`config.mk`:
```
export PLATFORM = sky130hd
export DESIGN_NAME = qq_deq_fsm
export DESIGN_NICKNAME = d
export VERILOG_FILES = /design/src/rtl/qq_deq_fsm.sv
export SDC_FILE = /design/constraint.sdc
export NUM_CORES = 1
export LEC_CHECK = 0
export ABC_AREA = 1
export CAP_MARGIN = 40
export CORE_ASPECT_RATIO = 1.1
export CORE_UTILIZATION = 41
export DETAILED_ROUTE_END_ITERATION = 16
export PLACE_DENSITY = 0.8
export SLEW_MARGIN = 20
export SYNTH_ARGS = -nofsm -noshare
export SYNTH_HDL_FRONTEND = slang
export SYNTH_SLANG_ARGS = --single-unit
```
`constraint.sdc`:
```
create_clock -name clk -period 1.7 [get_ports clk]
set_input_delay 0.34 -clock clk [delete_from_list [all_inputs] [get_ports clk]]
set_output_delay 0.34 -clock clk [all_outputs]
set_load 0.05 [all_outputs]
```
`src/rtl/qq_deq_fsm.sv`:
```
// QuickQ dequeue controller: pops the head key, shifts the queue toward address 0,
// optionally scrubs the vacated tail (QQ_DEQ_SCRUB_EN) and pulses a count decrement.
module qq_deq_fsm #(
  parameter int KEY_W  = 32,
  parameter int DEPTH  = 16,
  parameter int ADDR_W = $clog2(DEPTH),
  parameter int CNT_W  = $clog2(DEPTH+1)
) (
  input  logic              clk,
  input  logic              rst,
  input  logic              deq,
  input  logic              enq_busy,
  input  logic [CNT_W-1:0]  count,
  output logic              deq_ready,
  output logic              deq_valid,
  output logic [KEY_W-1:0]  deq_data,
  output logic              deq_err,
  output logic              count_dec,
  output logic [ADDR_W-1:0] bram_addr,
  output logic              bram_we,
  output logic [KEY_W-1:0]  bram_wdata,
  input  logic [KEY_W-1:0]  bram_rdata
);

  // one extra bit so idx+1 never wraps against a full-queue cnt_r
  localparam int IW = ADDR_W + 1;

  typedef enum logic [2:0] {
    IDLE,
    READ_HEAD,
    DEQ_RD,
    DEQ_SWAP,
`ifdef QQ_DEQ_SCRUB_EN
    FILL_DEQ,
`endif
    CNT_DEC
  } state_t;

  state_t           state, state_n;
  logic [CNT_W-1:0] cnt_r, cnt_n;
  logic [IW-1:0]    idx, idx_n;

  always_ff @(posedge clk) begin
    if (rst) begin
      state     <= IDLE;
      cnt_r     <= '0;
      idx       <= '0;
      deq_data  <= '0;
      deq_valid <= 1'b0;
    end else begin
      state     <= state_n;
      cnt_r     <= cnt_n;
      idx       <= idx_n;
      deq_valid <= (state == READ_HEAD);
      if (state == READ_HEAD) deq_data <= bram_rdata;
    end
  end

  always_comb begin
    state_n    = state;
    cnt_n      = cnt_r;
    idx_n      = idx;
    deq_ready  = 1'b0;
    deq_err    = 1'b0;
    count_dec  = 1'b0;
    bram_addr  = '0;
    bram_we    = 1'b0;
    bram_wdata = '0;
    case (state)
      IDLE: begin
        deq_ready = 1'b1;
        if (deq && !enq_busy) begin
          if (count != '0) begin
            cnt_n   = count;
            idx_n   = IW'(1);
            state_n = READ_HEAD;
          end else begin
            deq_err = 1'b1;
          end
        end
      end
      READ_HEAD: begin
        if (cnt_r == CNT_W'(1))
`ifdef QQ_DEQ_SCRUB_EN
          state_n = FILL_DEQ;
`else
          state_n = CNT_DEC;
`endif
        else
          state_n = DEQ_RD;
      end
      DEQ_RD: begin
        bram_addr = idx[ADDR_W-1:0];
        state_n   = DEQ_SWAP;
      end
      DEQ_SWAP: begin
        // read data of slot idx lands now; write it one slot toward the head
        bram_addr  = ADDR_W'(idx - IW'(1));
        bram_wdata = bram_rdata;
        bram_we    = 1'b1;
        idx_n      = idx + IW'(1);
        if (CNT_W'(idx_n) == cnt_r)
`ifdef QQ_DEQ_SCRUB_EN
          state_n = FILL_DEQ;
`else
          state_n = CNT_DEC;
`endif
        else
          state_n = DEQ_RD;
      end
`ifdef QQ_DEQ_SCRUB_EN
      FILL_DEQ: begin
        bram_addr  = ADDR_W'(cnt_r - CNT_W'(1));
        bram_wdata = '1;
        bram_we    = 1'b1;
        state_n    = CNT_DEC;
      end
`endif
      CNT_DEC: begin
        count_dec = 1'b1;
        state_n   = IDLE;
      end
      default: state_n = IDLE;
    endcase
  end

endmodule

```
## After elaboration in Yosys (flattened, before gate mapping)

Index checks and enable logic that the tools add are counted.

- Flip-flop bits (word level): 46
- Bits of input ports: 41
- Output and inout bits: 73
- Logic and storage cells: 39

- Add/sub/neg operators: 2
- Eq/ne operators: 8
- Muxes and demuxes: 16
- Reductions and logical operators: 8

Operators by type and width:

| operator | number |
|---|---|
| 32-bit 2-to-1 mux | 1 |
| 3-bit 2-to-1 mux | 4 |
| 3-bit case mux with 4 select lines | 1 |
| 5-bit 2-to-1 mux | 2 |
| 5-bit case mux with 2 select lines | 1 |
| 4-bit case mux with 2 select lines | 1 |
| 3-bit by 2-bit equality test with 1-bit output (second input constant) | 2 |
| 1-bit 2-to-1 mux | 6 |
| 3-bit AND reduction | 2 |
| 5-bit by 1-bit adder with 5-bit output (second input constant) | 1 |
| 5-bit by 1-bit equality test with 1-bit output (second input constant) | 1 |
| 5-bit equality test | 1 |
| 5-bit nonzero test | 1 |
| 2-bit inequality test (second input constant) | 2 |
| 4-bit by 1-bit subtractor with 4-bit output (second input constant) | 1 |
| 3-bit by 1-bit equality test with 1-bit output (second input constant) | 1 |
| 3-bit equality test (second input constant) | 1 |
| 3-bit zero test | 1 |
| 2-bit AND reduction | 1 |
| 2-bit nonzero test | 1 |
| 1-bit logical AND | 1 |
| 1-bit zero test | 1 |

## Logic depth before layout (Yosys ltp)

- Depth after elaboration: 4
- Depth in mapped cells: 11
- Mapped depth without buffers: 11

## Worst setup path before layout

No wires, ideal clock.

- Path type: input-to-output
- From: input port count[2]
- To: output port deq_err
- Arrival: 1.697 ns
- Slack: -0.337 ns
- Cell stages on the path: 3
- Path buffers: 0
- Cell sequence: nor3_1 nand2_1 nor3_1

- Word-level cells in the longest chain between the ends: 4

Ends and longest elaborated chain:

| element | line | RTL |
|---|---|---|
| from (decl) | 13 | `input logic [CNT_W-1:0] count,` |
| 5-bit nonzero test | 73 | `if (count != '0) begin` |
| 1-bit 2-to-1 mux | 73 |  |
| 1-bit 2-to-1 mux | 72 | `if (deq && !enq_busy) begin` |
| 1-bit 2-to-1 mux | 69 | `case (state)` |
| to (decl) | 17 | `output logic deq_err,` |

No other way between the ends.

## Worst setup path in the final report

- From: register state[2]
- To: output port bram_addr[1]

- Word-level cells in the longest chain between the ends: 2
- Elaborated cells between the ends (all ways): 3

Ends and longest elaborated chain:

| element | line | RTL |
|---|---|---|
| from (decl) | 39 | `state_t state, state_n;` |
| from (signal assigned) | 51 | `state <= state_n;` |
| 3-bit by 2-bit equality test with 1-bit output | 69 |  |
| 4-bit case mux with 2 select lines (*) | 69 |  |
| to (decl) | 19 | `output logic [ADDR_W-1:0] bram_addr,` |

Every way passes the cells marked *; elsewhere a longest branch is shown, timed or not.

==> results.toml <==
[run_status]
outcome = "finished with violations"
violations = "negative setup slack"

[cells_and_area]
stdcell_area_um2 = 4469
syn2layout_area_growth_pct = 88.00
layout.nets = 484
drive_above_1_share_pct = 50.23
diodes = 0
nFillCells = 359
seqCellArea_um2 = 930.9
multi_input_area_um2 = 1403
final_cells = 517

[sta]
worst_pin_slew_ps = 339.4
fmax_ghz = 0.5779
timing.slew.headroom_pct = 77.20
final_hold_viol_count = 0
worst_slack_ps = -30.36
post-route-min-period_ps = 1730
min_period_over_period_pct = 101.8
slew_viol_final = 0
setup_violations = 8
rsz0062_at_grt = "true"
finClkSkew_ps = 8.334

[placed_design]
pre_cts_ws_ps = -75.35
placed_area_um2 = 4025
portBuffers = 113
dp_hpwl_um = 4824
dp.cells = 495
gp_congestion = 0.8006

[die]
ios = 114
die_width_um = 74.60
num_rows = 28
core_area_um2 = 5500
initial_core_util_pct = 43.22
die_y_um = 81.86
die-area_um2 = 6107

[yosys]
synthesis.nets = 352
syn_area_um2 = 2377
synth-main-ff-cell = "dfxtp_1"
synth_cells = 309
yosys.area.top_type = "dfxtp_1"
synth.avg_cell_area_um2 = 7.693
synth_common_cells = "dfxtp_1 (46), inv_1 (45), nor2_1 (42), nand2_1 (27)"
yosysMostFrequentCell = "dfxtp_1"
ys_ff_latch = 46
async_reset_ff_share_pct = 0
synthTopCellsByArea = "dfxtp_1 (39%), a21oi_2 (8.5%), o21ai_2 (8.5%), inv_1 (7.1%), nor2_1 (6.6%)"
yosys_warnings = 0
synth_top_area_share_pct = 38.74
synth_edf_count = 0
synth_seq_area_share_pct = 38.74
yosysUniqueCellTypes = 31

[worst_hold_path]
min-delay-start = "count[1]"
worstHoldPathType = "input port to register"

[setup_path]
crit_start = "state[2]$_SDFFE_PP0P_"
crit_arrival_ps = 1390
crit_path_end_kind = "output pin"
start_kind = "register"
worstSetupPathType = "register to output pin"
worstPathMaxFanout = 9
required_ps = 1360
rr_startpoint = "idx[0]$_SDFFE_PP0P_"

[drt]
route.detailed.drc = 0
via_count = 2583
drt_pass1_iterations = 4
drt_iter0_drc = 145
wl_per_cell_um = 14.32
drt-total-wl_um = 7403
postRouteAntennaNets = 0
vias_per_cell = 4.996

[clock_tree]
clock_latency_ps = 300
cts_max_path_buffers = 2
cts_buffers = 5
clk_pin_slew_ps = 90
cts-root-buf = "clkbuf_8"
postCtsHoldBufs = 0
htreeDepth = 2
clock_sinks = 46
cts_tree = "done"

[global_routing]
grt.overflow.total = 0
grt_util_all_layers_pct = 23.47
antenna_found_initial = 0
grt_pass1_vias = 2381
grt_pass1_wl_um = 11030
grt_max_degree = 48

[power]
peakVddDrop_uv = 564.7
powerDensity_nw_per_um2 = 891.7
cellLeakagePower_nw = 1.900

[job]
maxCapViolCount = 0
-- state kept, by name, indices dropped and copies added (netlist names) --
name       count
state          3
idx            5
deq_data      32
cnt_r          5
deq_valid      1
-- kinds of logic (layout without fill, tap and decap cells) --
logic type                 count (synthesis)  after routing  synth area share [%]
xor gates and xnor gates                   2              2                0.7370
AOI/OAI and AO/OA                         86             86                 25.79
and+or+nand+nor                          103            104                 19.95
buffers and inverters                     70            202                 13.74
adders and majority gates                  2              2                 1.052
DFF                                       46             46                 38.74
-- critical path, cell delays in order (launching register included) --
cell	delay (ps)
dfxtp_2	340
inv_2	80
nand3_4	100
buf_12	160
o22ai_2	230
buf_12	170
-- cells in the final DEF (no fill, tap or decap), types with 3 or more instances in the layout --
cell type,count
buf_4,56
buf_12,45
inv_1,43
dfxtp_1,42
clkdlybuf4s50_1,35
nand2_1,25
o21ai_2,24
a21oi_2,23
nor2_2,19
a21oi_1,18
nor2_4,17
nand3_1,15
o21ai_1,9
inv_2,8
nor2_1,8
o21ai_0,6
clkbuf_8,5
nand2_2,4
nand3_2,4
nor3_1,3
nand4_1,3
dlygate4sd2_1,3
-- per-stage QoR --
| step | TNS [ps] | util, % | total power [mW] | hold WS [ps] |
|---|---|---|---|---|
| floorplan | -686.3 | - | 2.477 | 402.4 |
| global placement | -38.99 | 73.18 | 3.012 | 477.9 |
| detailed placement | -217.7 | 73.18 | 3.048 | 490.7 |
| CTS | -0.5195 | 77.84 | 3.915 | 477.5 |
| global route | -1551 | 81.26 | 4.159 | 407.1 |
| finish | -131.4 | 81.26 | 3.985 | 371.9 |
-- path summary, 6_finish.rpt --
check / end / slack [ps] / depth (start not counted)
min reg2reg: state[0]$_SDFFE_PP0P_ / 480 / 1
min: cnt_r[1]$_SDFFE_PP0P_ / 370 / 3
max reg2reg: state[2]$_SDFFE_PP0P_ / 130 / 9
max: bram_addr[1] / -30 / 5
-- layout make-up --
class	instances	share of cell area [%]
Clock buffer	6	1.624
Clock inverter	2	0.8399
Inverter	52	4.423
Multi-Input combinational cell	194	31.38
Sequential cell	46	20.83
Tap cell	75	2.100
Timing Repair Buffer	142	38.80
-- power breakdown --
part	internal (mW)	leakage (nW)	switching (mW)
clock	0.439	0.0514	0.387
sequential	1.24	0.379	0.115
combinational	0.663	1.47	1.15
total	2.34	1.90	1.65
-- layer usage --
metal | routed length (um) | GRT usage (%) | share of wire, %
met1 | 2819 | 26.23 | 38
met3 | 554 | 6.503 | 7.5
met4 | 143 | 5.472 | 1.9
met2 | 3885 | 43.51 | 52
met5 | 0 | 0 | 0
-- timing repair --
action	4_1_cts	5_1_grt
pin swaps	5	4
buffers inserted	5	8
gates cloned	0	1
resized for setup	31	25
hold endpoints to repair	0	0
setup endpoints to repair	38	50
Power figures use the tool's default switching activity.
